--- src/rtl/regfile_wb_arbiter.sv ---
`default_nettype none
// ============================================================================
//  Module   : regfile_wb_arbiter
//  Purpose  : Write-back arbiter in front of the 32x32 register set. It merges
//             the single-cycle ALU path with a FIFO-buffered load/mult path.
//             It emits one registered one-hot write per cycle, keeps
//             write-after-write ordering and bounds starvation of the FIFO.
//  Options  : WB_BYPASS_EN adds a combinational read-bypass port.
//  Revision : 1.0 - initial release
// ============================================================================
module regfile_wb_arbiter #(
    parameter int DEPTH        = 4,
    parameter int STARVE_LIMIT = 8,
    parameter int DATA_W       = 32
) (
    input  logic                   clk,
    input  logic                   clr,
    input  logic                   alu_we,
    input  logic [4:0]             alu_addr,
    input  logic [DATA_W-1:0]      alu_data,
    output logic                   alu_stall,
    input  logic                   ld_valid,
    output logic                   ld_ready,
    input  logic [4:0]             ld_addr,
    input  logic [DATA_W-1:0]      ld_data,
`ifdef WB_BYPASS_EN
    input  logic [4:0]             byp_addr,
    output logic                   byp_hit,
    output logic [DATA_W-1:0]      byp_data,
`endif
    output logic [31:0]            rf_en,
    output logic [DATA_W-1:0]      rf_d,
    output logic [$clog2(DEPTH):0] fifo_count
);

    localparam int c_PW = $clog2(DEPTH);
    localparam int c_CW = c_PW + 1;
    localparam int c_SW = $clog2(STARVE_LIMIT + 1);

    // FIFO storage; r_vld is cleared in place when a newer ALU write supersedes an entry
    logic                r_vld  [DEPTH];
    logic [4:0]          r_addr [DEPTH];
    logic [DATA_W-1:0]   r_data [DEPTH];
    logic [c_PW-1:0]     r_wptr;
    logic [c_PW-1:0]     r_rptr;
    logic [c_CW-1:0]     r_count;
    logic [c_SW-1:0]     r_starve;
    logic [31:0]         r_rf_en;
    logic [DATA_W-1:0]   r_rf_d;

    logic                w_empty;
    logic                w_push;
    logic                w_push_vld;
    logic                w_pop;
    logic                w_alu_acc;
    logic                w_alu_kill;
    logic                w_wr;
    logic [4:0]          w_wr_addr;
    logic [DATA_W-1:0]   w_wr_data;
    logic [c_SW-1:0]     w_starve_nxt;

    assign w_empty    = (r_count == '0);
    assign ld_ready   = (r_count != c_CW'(DEPTH));
    assign alu_stall  = (r_starve == c_SW'(STARVE_LIMIT));
    assign fifo_count = r_count;
    assign rf_en      = r_rf_en;
    assign rf_d       = r_rf_d;

    // Source selection: forced FIFO service, then ALU, then FIFO when idle
    always_comb begin
        w_push       = ld_valid && ld_ready;
        w_alu_acc    = alu_we && !alu_stall;
        w_alu_kill   = w_alu_acc && (alu_addr != 5'd0);
        w_pop        = 1'b0;
        w_wr         = 1'b0;
        w_wr_addr    = alu_addr;
        w_wr_data    = alu_data;
        w_starve_nxt = r_starve;
        // A same-cycle enqueue to the ALU's target is already stale
        w_push_vld   = (ld_addr != 5'd0) && !(w_alu_kill && (ld_addr == alu_addr));

        if (alu_stall) begin
            w_pop = !w_empty;
        end else if (alu_we) begin
            w_wr = (alu_addr != 5'd0);
        end else begin
            w_pop = !w_empty;
        end

        if (w_pop) begin
            w_wr      = r_vld[r_rptr];
            w_wr_addr = r_addr[r_rptr];
            w_wr_data = r_data[r_rptr];
        end

        if (w_pop || w_empty) begin
            w_starve_nxt = '0;
        end else if (!alu_stall) begin
            w_starve_nxt = r_starve + 1'b1;
        end
    end

    // FIFO entry storage with WAW invalidation of matching queued entries
    always_ff @(posedge clk or negedge clr) begin
        if (!clr) begin
            for (int i = 0; i < DEPTH; i++) begin
                r_vld[i]  <= 1'b0;
                r_addr[i] <= '0;
                r_data[i] <= '0;
            end
        end else begin
            for (int i = 0; i < DEPTH; i++) begin
                if (w_alu_kill && (r_addr[i] == alu_addr)) begin
                    r_vld[i] <= 1'b0;
                end
            end
            if (w_push) begin
                r_vld[r_wptr]  <= w_push_vld;
                r_addr[r_wptr] <= ld_addr;
                r_data[r_wptr] <= ld_data;
            end
        end
    end

    // FIFO pointers, occupancy and starvation counter
    always_ff @(posedge clk or negedge clr) begin
        if (!clr) begin
            r_wptr   <= '0;
            r_rptr   <= '0;
            r_count  <= '0;
            r_starve <= '0;
        end else begin
            if (w_push) r_wptr <= r_wptr + 1'b1;
            if (w_pop)  r_rptr <= r_rptr + 1'b1;
            r_count  <= r_count + c_CW'(w_push) - c_CW'(w_pop);
            r_starve <= w_starve_nxt;
        end
    end

    // Registered write port toward the register set; data holds when idle
    always_ff @(posedge clk or negedge clr) begin
        if (!clr) begin
            r_rf_en <= '0;
            r_rf_d  <= '0;
        end else begin
            r_rf_en <= w_wr ? (32'd1 << w_wr_addr) : 32'd0;
            if (w_wr) r_rf_d <= w_wr_data;
        end
    end

`ifdef WB_BYPASS_EN
    // Early visibility of the value about to land in the register set
    always_comb begin
        byp_hit  = r_rf_en[byp_addr] && (byp_addr != 5'd0);
        byp_data = byp_hit ? r_rf_d : '0;
    end
`endif

endmodule
`default_nettype wire

--- config.mk ---
export PLATFORM = sky130hd
export DESIGN_NAME = regfile_wb_arbiter
export DESIGN_NICKNAME = d
export VERILOG_FILES = /design/src/rtl/regfile_wb_arbiter.sv
export SDC_FILE = /design/constraint.sdc
export NUM_CORES = 1
export LEC_CHECK = 0
export CORE_ASPECT_RATIO = 1.25
export CORE_UTILIZATION = 40
export DETAILED_ROUTE_END_ITERATION = 6
export RECOVER_POWER = 25
export SETUP_SLACK_MARGIN = 0.2
export SKIP_CTS_REPAIR_TIMING = 1
export SLEW_MARGIN = 20
export SYNTH_ARGS = -nofsm -noshare
export SYNTH_HDL_FRONTEND = slang
export SYNTH_SLANG_ARGS = --single-unit
--- constraint.sdc ---
create_clock -name clk -period 6.2 [get_ports clk]
set_input_delay 1.24 -clock clk [delete_from_list [all_inputs] [get_ports clk]]
set_output_delay 1.24 -clock clk [all_outputs]
set_load 0.01 [all_outputs]
**After elaboration in Yosys (flattened, before gate mapping)**

Cells that the tools add are included.

- Add/sub/neg operators: 5
- Order comparisons: 3
- Equal/unequal tests: 8
- Shifts and indexed selects: 1
- Muxes and demuxes: 33
- Bitwise logic cells: 2
- Reductions and logical operators: 17

Operators by type and width:

| operator | count |
|---|---|
| $mux 32 | 5 |
| $bwmux 128 | 1 |
| $bmux 32 s2 | 1 |
| $demux 32 s2 | 1 |
| $shl 1x5->32 const A | 1 |
| $eq 5x5->1 | 5 |
| $bwmux 20 | 1 |
| $mux 5 | 4 |
| $mux 1 | 12 |
| $mux 4 | 3 |
| $bmux 5 s2 | 1 |
| $demux 5 s2 | 1 |
| $logic_and 1x1->1 | 10 |
| $reduce_bool 5->1 | 2 |
| $ge 3x3->1 const B | 2 |
| $not 2->3 | 2 |
| $add 2x1->2 const B | 2 |
| $add 4x1->4 const B | 1 |
| $bwmux 4 | 1 |
| $eq 4x4->1 const B | 1 |
| $add 3x1->3 | 1 |
| $logic_not 1->1 | 3 |
| $logic_not 3->1 | 1 |
| $lt 3x1->1 const B | 1 |
| 6 further kinds | 6 |

- Flip-flop bits (word level): 227
- Input port bits: 78
- Output and inout bits: 69

**Logic depth before layout (Yosys ltp)**

Gate-level depths: netlist of run 1.

- Depth in word-level cells: 9
- Gate-level depth with buffers: 12

**Worst setup path before layout of run 1**

Ideal clock, no wire load.

- Kind: input -> register
- Start point: input alu_we
- End point: register r_count[2], in the netlist fifo_count[2]
- Setup time: 127 ps
- Arrival time: 2,777 ps
- Data required time: 6,073 ps
- Slack: 3,296 ps
- Cell stages on the path: 9
- Path through: a21oi_1 buf_4 buf_2 xnor2_1 ha_1 inv_1 fa_1 xnor2_1 xnor2_1

- Cells in the longest elaborated chain, start to end: 3

Ends and longest elaborated chain:

| item | line | text |
|---|---|---|
| from (decl) | 18 | `input logic alu_we,` |
| $mux 1 | 84 | `end else if (alu_we) begin` |
| $mux 1 | 82 | `if (alu_stall) begin` |
| $sub 3x1->3 | 135 | `r_count <= r_count + c_CW'(w_push) - c_CW'(w_pop);` |
| to (signal assigned) | 135 |  |
| to (decl) | 46 | `logic [c_CW-1:0] r_count;` |

Every way passes these cells.
A chain may end at the register's enable or synchronous reset.

==> impl_results.md, run 1 <==
* Rows at 65
* Synthesized area at 10400 µm²
* Sequential Power Share at 0.369
* Clock-pin slew on the worst setup and hold paths at 60 ps
* N_diodes at 0
* Clk_skew at 7.42 ps
* Main combinational cell family by area after synthesis: multiplexers
* Post-route ant nets at 0
* #FFs+latches synth at 227
* CP max stage delay at 2120 ps
* CTS buffer count at 24
* Setup TNS Final at 0 ps
* Reg-to-reg slack, setup at 3170 ps
* GRT overflow at 0
* XOR/XNOR share of the synthesized area at 0.0278
* Hpwl dp at 15.4 mm
* Worst IR Drop VDD at 223 µV
* Cells on worst reg2reg path at 7
* Initial Utilization at 0.410
* Critical path launch point: clr
* Sequential cell area fraction in the yosys report at 0.546
* R2r startpoint: r_starve[0]
* Compound-Gate Fraction of Synth Area at 0.0141
* Critical path peak fanout at 81
* Top Metal Used: met4
* Violated checks: capacitance limit, slew limit
* CP required at 6750 ps
* Share of cells above drive strength 1 at 0.382
* Unrepaired setup endpoints after global routing: no
* Post-synthesis simple-gate area fraction at 0.0403
* Leak at 5.46 nW
* Crit path time final at 3890 ps
* # DRC at 0
* Switching power at 2.10 mW
* DR WL met2 at 12.2 mm
* Avg Inst Size Synth at 15.4 µm²
* Clk root buf: clkbuf_16
* Iteration count of the initial detailed-routing pass at 4
* RePlAce Congestion at 0.850
* Startpoint types: primary input
* Worst hold path class: reg -> reg
* Status: finished with violations
* FF-to-FF End: rf_en[8]
* Routed len/inst at 19.6 µm
* Worst setup path end: r_rptr[1]
* Final period util at 0.627
* Met3 WL at 842 µm
* Setup WS pre-CTS at 2240 ps
* Worst hold slack at 501 ps
* Slowest stage cell on the critical path: clkbuf_1
* Die width at 146 µm
* Worst setup path class: in -> async
* First-pass GRT wire length at 37.5 mm
* Critical Path AT at 4440 ps
* Setup WS post-layout at 2310 ps
* Vias in the first global route at 6931
* Final nets at 905
* Internal power at 4.86 mW
* Actual slew at the worst max-slew pin at 3070 ps
* DRT Wirelength at 22.9 mm
* CTS H-Tree Depth at 1
* Height of the die at 182 µm
* Fmax at 257 MHz
* Worst slew margin at -1.05
* Crit path capture type: asynchronous set/reset pin
* Initial antenna violation count at 0
* Placed cell area at 12200 µm²
* Largest net degree at the start of global routing at 136
* Max Transition Viols Final at 55
* Clock power frac at 0.229
* Tot Pwr at 6.96 mW
* Max_cap viols at 1
* Combinational share of power at 0.402
* Hold path start: r_data[59]
* Vias after detailed routing at 6146
* Area Growth Syn to Fin at 25.6%
* Post-synthesis mux area share at 0.335
* Clock net sink count at 227
* Post-Synthesis Net Count at 762
* Critical-path cell list: clkbuf_1 -> buf_16 -> buf_4
* Final Hold Vio Count at 0
* Gate count after technology mapping at 676
* Initial drt markers at 272
* CTS tree: done
* Metal-1 WL at 9.60 mm
* Yosys warnings at 0
* Setup violators final at 0
* Vias per std cell at 5.24
* Synth cell types at 39
* Placeable core area at 25400 µm²
* Max Root-Sink Buffers at 3
* Final instance area at 13100 µm²
* Switching Share at 0.302
* PortBufs at 146
* PD cells at 533 nW/µm²
* Num ports at 147
* Post-Synth Adder-Cell Area at 0.0103
* Die area at 26700 µm²
* Worst skew pair latency at 510 ps
* Total track usage at 0.178
final cells by class:
type	instances	area (µm²)
Tap cell	335	419
Fill cell	2155	12300
Inverter	7	26.3
Multi-Input combinational cell	402	4480
Clock buffer	34	719
Timing Repair Buffer	157	1560
Sequential cell	227	5680
Clock inverter	10	181
state kept, by name (all words and copies together), names as in the netlist:
signal and flops:
r_vld 4, r_rptr 2, r_wptr 2, fifo_count 3, r_starve 4, rf_en 32
r_addr 20, r_data 128, rf_d 32
placed cells by master, fill, tap and decap left out, types with 8 or more instances in the layout:
| master | n |
|---|---|
| dfrtp_1 | 225 |
| mux2_2 | 186 |
| clkdlybuf4s50_1 | 145 |
| mux4_2 | 38 |
| nor3_1 | 34 |
| xnor2_1 | 31 |
| mux2_4 | 30 |
| clkbuf_16 | 25 |
| nand2_1 | 14 |
| buf_4 | 10 |
| nor2_1 | 8 |
worst min-delay path by stage:
stage                        endpoint  slack (ps)  cells after the start
final                      r_data[59]         500                      1
after global placement    r_starve[0]         470                      1
after detailed placement   r_data[59]         490                      1
after CTS                 r_starve[0]         500                      1
after global routing       r_data[59]         510                      1
after floorplan           r_starve[0]         450                      1
critical path, delay by kind of cell:
family                 cells  cell delay, ps
buffers and inverters      3            3080
synthesized netlist by cell type (all sizes together):
cell     count  area [µm²]
a21oi        1        5.00
a211oi       1        7.51
dfrtp      227        5680
a2bb2oi      2        17.5
nor2b        7        43.8
nand2b       1        6.26
clkbuf       5        18.8
buf         35         231
nor2         8        30.0
and2         2        12.5
o311ai       5        61.3
nand3b       1        7.51
xor2         2        17.5
and2b        1        7.51
mux2       216        2540
or3          2        17.5
mux2i        8        83.8
or3b         1        8.76
nand3       10        50.1
nor3        34         170
o31ai        1        7.51
o21ai        5        36.3
mux4        38         856
and3         2        12.5
ha           7        87.6
nand2       14        52.6
xnor2       31         272
inv          7        26.3
o32a         1        11.3
fa           1        20.0
kinds of logic after synthesis:
logic type,count (synthesis)
mux,262
buf+inv,47
fa+ha+maj,8
simple gates,83
compound gates,16
xor+xnor,33
flops,227
layer usage:
| layer | up-vias | global-route usage |
|---|---|---|
| met5 | - | 0 |
| met4 | 0 | 0.0396 |
| met3 | 25 | 0.0253 |
| met2 | 140 | 0.330 |
| met1 | 3236 | 0.219 |
| li1 | 2745 | - |
stage by stage:
| step | instances | util |
|---|---|---|
| 2_1_floorplan | 676 | - |
| 3_5_place_dp | 1127 | 0.479 |
| 3_3_place_gp | 1127 | 0.479 |
| 6_report | 1172 | 0.515 |
| 5_1_grt | 1172 | 0.515 |
| 4_1_cts | 1171 | 0.514 |
power by group through the flow:
stage	registers, mW	logic, mW	clock network [mW]
2_1_floorplan	2.52	2.00	0
3_3_place_gp	2.53	2.75	0
3_5_place_dp	2.59	2.84	0
4_1_cts	2.57	2.85	1.63
5_1_grt	2.66	3.02	1.69
6_report	2.57	2.80	1.60
(Power assumes the default switching activity.)
==> run 2: changes to the inputs <==
- clock period: 6.2 -> 3.7 ns (I/O delays scaled with it)
==> run 2 against run 1 <==
  * The flow now finishes without violations
  * Via count shrank 0.67%
  * Cell count grew 0.85%
  * Worst hold slack worse by 260 ps
  * Register-to-register slack lost 2200 ps
  * First-iteration DRC count increased by 25%
  * Core utilization fell by 0.20 points
  * Critical path type is now reg -> out
==> impl_results.md, run 2 (synthesized netlist as in run 1, its figures left out) <==
* Status: complete, no violations
* Critical Path AT at 2130 ps (-2310 ps)
* Fmax at 348 MHz
* Max FFs per register at 128 (unchanged)
* # DRC at 0 (unchanged)
* Die area at 26700 µm² (unchanged)
* RePlAce Congestion at 0.769 (-9.6%)
* Most common cell after layout, fill and taps aside: dfrtp_1
* Critical path peak fanout at 6 (-93%)
* Crit path time final at 2870 ps
* Critical-path cell list: or3b_2 -> clkdlybuf4s50_1
* Rows at 65 (unchanged)
* Share of cells above drive strength 1 at 0.383 (about the same)
* Critical path launch point: fifo_count[1]
* Max Root-Sink Buffers at 3 (unchanged)
* Worst hold path class: in -> async
* First-pass GRT wire length at 37.7 mm (+0.61%)
* PD cells at 874 nW/µm² (+64%)
* Tot Pwr at 11.4 mW (+63%)
* Worst hold slack at 241 ps (-259 ps)
* Clock net sink count at 227 (unchanged)
* Num ports at 147 (unchanged)
* Actual slew at the worst max-slew pin at 870 ps (-2200 ps)
* N_diodes at 0 (unchanged)
* Max Transition Viols Final at 0 (-100%)
* Iteration count of the initial detailed-routing pass at 4 (unchanged)
* Final Hold Vio Count at 0 (unchanged)
* Vias in the first global route at 6931 (unchanged)
* Initial drt markers at 341 (+25%)
* R2r startpoint: r_starve[0]
* Initial antenna violation count at 0 (unchanged)
* Worst IR Drop VDD at 369 µV (+66%)
* PortBufs at 146 (unchanged)
* Setup TNS Final at 0 ps (unchanged)
* Total track usage at 0.180 (+0.00137)
* Vias per std cell at 5.16 (-1.5%)
* Initial Utilization at 0.410 (unchanged)
* Worst skew pair latency at 510 ps (about the same)
* Routed len/inst at 19.5 µm (-0.51%)
* Vias after detailed routing at 6105 (-0.67%)
* CTS H-Tree Depth at 1 (unchanged)
* Worst slew margin at 0.420 (+1.47)
* DRT Wirelength at 23.0 mm (+0.34%)
* Final period util at 0.776
* Startpoint types: flip-flop
* Unrepaired setup endpoints after global routing: no
* Leak at 5.46 nW (about the same)
* Largest register by flop count: r_data
* Placeable core area at 25400 µm² (unchanged)
* Clk_skew at 9.66 ps (+2.24 ps)
* Worst setup path class: reg -> out
* CTS tree: done
* Die width at 146 µm (unchanged)
* Most frequent cells in the layout: dfrtp_1 (225), mux2_2 (186), clkdlybuf4s50_1 (145)
* Clk root buf: clkbuf_16
* Hpwl dp at 15.7 mm (+2.1%)
* Largest net degree at the start of global routing at 112 (-18%)
* Slowest stage cell on the critical path: or3b_2
* Crit path capture type: output pin
* CP delay by family, top: simple AND/OR/NAND/NOR gates
* Final nets at 916 (+1.2%)
* Buf/Inv on CP at 1 (-2)
* Setup violators final at 0 (unchanged)
* CTS buffer count at 24 (unchanged)
* CP required at 2960 ps (-3790 ps)
* Area Growth Syn to Fin at 25.1%
* CP max stage delay at 610 ps (-1510 ps)
* Clock-pin slew on the worst setup and hold paths at 60 ps (about the same)
* GRT overflow at 0 (unchanged)
* Height of the die at 182 µm (unchanged)
* Max_cap viols at 0 (-1)
* Post-route ant nets at 0 (unchanged)
[run 2: final cells by class]
cell class              count  area, µm²
clock buffers              37        721
well taps                 335        419
clock inverters             6       55.1
inverters                   7       26.3
flip-flops and latches    227       5680
multi-input cells         402       4480
repair buffers            168       1640
fillers                  2140      12400
[run 2: metal layers]
metal	routed length [µm]	vias up	GRT usage	part of all wire
li1	-	2759	-	-
met1	9350	3184	0.217	0.41
met2	12400	129	0.337	0.54
met3	849	33	0.0240	0.037
met4	368	0	0.0433	0.016
met5	0	-	0	0
[run 2: worst paths after layout]
kind / endpoint / slack, ps / cells after the start
max: ld_ready / 830 / 2
min: rf_d[28] / 240 / 1
max reg2reg: rf_d[0] / 960 / 7
min reg2reg: r_data[101] / 500 / 1
max in group asynchronous: r_data[122] / 2200 / 2
min in group clk: r_data[101] / 500 / 1
[run 2: power breakdown]
group / internal (mW) / switching, mW / leakage, nW
clock network: 1.40 / 0.927 / 0.386
logic: 2.85 / 1.86 / 2.31
registers: 3.63 / 0.705 / 2.76
[run 2: through the flow]
step	setup WS (ps)	util	instance area, µm²	cells
6_report	828	0.513	13000	1182
3_3_place_gp	672	0.483	12300	1139
5_1_grt	758	0.513	13000	1182
4_1_cts	790	0.513	13000	1182
2_1_floorplan	1220	-	10400	676
3_5_place_dp	636	0.483	12300	1139
[run 2: worst register-to-register path: stages (launching register included)]
cell	delay (ps)
dfrtp_1	420
inv_1	70
ha_1	130
nand3b_1	260
and2_0	390
o21ai_4	690
buf_12	290
mux2_2	390
==> run 3: changes to the inputs <==
- clock period: 3.7 -> 2.7 ns (I/O delays scaled with it)
==> run 3 against run 2 <==
  * The run now ends with capacitance limit, slew limit left
  * Cell count up 0.51%
  * Worst hold slack improved by 250 ps
  * Sequential cell count stayed put
  * Non-clock buffer count grew 6
  * Count of clock-buffer cells in the layout is 1 higher
  * Register-to-register slack worse by 550 ps
  * Global-route usage barely moved
  * Power grew 39%
  * Clock power is 42% higher
  * Sequential share of layout area down 0.62 points
  * Sequential power increased by 37%
  * Critical path type unchanged
==> impl_results.md, run 3 (synthesized netlist as in run 1, its figures left out) <==
* PD cells at 1200 nW/µm² (+37%)
* # DRC at 0 (unchanged)
* Violated checks: capacitance limit, slew limit
* GRT overflow at 0 (unchanged)
* Share of cells above drive strength 1 at 0.388 (+0.00552)
* Setup WS post-layout at 316 ps (-512 ps)
* Buf/Inv on CP at 3 (+2)
* Combinational share of power at 0.416 (+0.002)
* Vias per std cell at 5.18 (+0.29%)
* Most common cell after layout, fill and taps aside: dfrtp_1
* Core Util, Final at 0.521 (+0.00749)
* Critical Path Most Common Cell: inv_1
* Vias after detailed routing at 6154 (+0.80%)
* Critical-path cell list: inv_1 -> ha_1 -> nand3b_1 -> inv_1 -> clkdlybuf4s50_1
* Setup violators final at 0 (unchanged)
* Clock-pin slew on the worst setup and hold paths at 60 ps (about the same)
* Critical path launch point: r_starve[0]
* Die width at 146 µm (unchanged)
* Clock net sink count at 227 (unchanged)
* Crit path time final at 2380 ps
* Crit path capture type: output pin
* Switching Share at 0.304 (-0.00320)
* Switching power at 4.80 mW (+38%)
* Final nets at 922 (+0.66%)
* CP required at 2160 ps (-800 ps)
* Iteration count of the initial detailed-routing pass at 4 (unchanged)
* Largest register by flop count: r_data
* Max Root-Sink Buffers at 3 (unchanged)
* Clk_skew at 11.2 ps (+1.52 ps)
* Max Transition Viols Final at 73 (+73)
* Worst skew pair latency at 510 ps (about the same)
* DRT Wirelength at 23.0 mm (+0.13%)
* Final instance area at 13200 µm² (+1.5%)
* Fmax at 419 MHz
* Height of the die at 182 µm (unchanged)
* Internal power at 11.0 mW (+40%)
* Placed Cells at 1143 (+0.35%)
* Initial Utilization at 0.410 (unchanged)
* R2r startpoint: r_starve[0]
* Tot Pwr at 15.8 mW (+39%)
* Largest net degree at the start of global routing at 74 (-34%)
* Worst hold slack at 491 ps (+250 ps)
* Status: finished with violations
* CTS tree: done
* Clk root buf: clkbuf_16
* Placed cell area at 12400 µm² (+1.4%)
* Routed len/inst at 19.4 µm (-0.38%)
* Setup WS pre-CTS at 188 ps (-448 ps)
* Total track usage at 0.179 (-0.000489)
* Rows at 65 (unchanged)
* Vias in the first global route at 6851 (-1.2%)
* Max_cap viols at 1 (+1)
* Sequential Power Share at 0.375 (-0.006)
* Critical Path AT at 1840 ps (-290 ps)
* First-pass GRT wire length at 37.6 mm (-0.28%)
* Filler cells at 2136 (-0.19%)
* Placeable core area at 25400 µm² (unchanged)
* Clock power frac at 0.208 (+0.003)
* Worst hold path class: reg -> reg
* Critical path peak fanout at 4 (-2)
* Setup TNS Final at 0 ps (unchanged)
* Startpoint types: flip-flop
* Unrepaired setup endpoints after global routing: no
* Max FFs per register at 128 (unchanged)
* Worst setup path class: reg -> out
* CTS buffer count at 24 (unchanged)
* Num ports at 147 (unchanged)
* Fin cells at 1188 (+0.51%)
* Initial drt markers at 241 (-29%)
* Hold path start: r_starve[0]
* CP delay by family, top: buffers and inverters
* Post-route ant nets at 0 (unchanged)
* Final period util at 0.883
* Die area at 26700 µm² (unchanged)
* Leak at 5.54 nW (+1.5%)
* Worst IR Drop VDD at 522 µV (+41%)
* Hpwl dp at 15.5 mm (-1.1%)
* PortBufs at 146 (unchanged)
* N_diodes at 0 (unchanged)
* Most frequent cells in the layout: dfrtp_1 (224), mux2_2 (186), clkdlybuf4s50_1 (144)
* Final Hold Vio Count at 0 (unchanged)
* RePlAce Congestion at 0.753 (-2.0%)
* Actual slew at the worst max-slew pin at 1820 ps (+949 ps)
* Worst slew margin at -0.213 (-0.632)
* Area Growth Syn to Fin at 27.0%
* CP max stage delay at 520 ps (-90 ps)
* Slowest stage cell on the critical path: clkdlybuf4s50_1
* Initial antenna violation count at 0 (unchanged)
* CTS H-Tree Depth at 1 (unchanged)
run 3: power groups by stage:
stage | Combinational [mW] | Clock [mW] | Sequential, mW
after floorplan | 4.60 | 0 | 5.78
after global placement | 6.50 | 0 | 5.85
after detailed placement | 6.69 | 0 | 5.98
after CTS | 6.71 | 3.38 | 5.94
after global routing | 7.10 | 3.55 | 6.14
final | 6.58 | 3.30 | 5.94
run 3: per-layer routing:
layer	wire, µm	track usage	vias to the layer above
li1	-	-	2771
met5	0	0	-
met2	12200	0.327	145
met1	9560	0.219	3213
met3	972	0.0308	25
met4	333	0.0442	0
run 3: final cells by class:
| type | count | area [µm²] | area share |
|---|---|---|---|
| sequential | 227 | 5680 | 0.430 |
| multi-input combinational | 402 | 4480 | 0.339 |
| timing repair buffer | 174 | 1810 | 0.137 |
| clock buffer | 38 | 714 | 0.0541 |
| tap | 335 | 419 | 0.0317 |
| clock inverter | 5 | 77.6 | 0.00587 |
| inverter | 7 | 26.3 | 0.00199 |
run 3: worst paths after layout:
kind / depth (start not counted) / to / slack, ps
max in group asynchronous: 2 / rf_d[0] / 610
worst max-delay path: 5 / alu_stall / 320
min in group asynchronous: 1 / rf_d[28] / 520
worst max register to register: 11 / fifo_count[2] / 410
worst min-delay path: 1 / r_starve[0] / 490
worst min register to register: 1 / r_starve[0] / 490
run 3: worst register-to-register path, stage by stage (launching register included):
cell and delay, ps:
dfrtp_1 410, inv_1 70, ha_1 140, nand3b_1 120
buf_4 180, a21oi_4 240, xnor2_1 150, ha_1 160
inv_1 50, fa_1 370, xnor2_1 190, xnor2_1 140
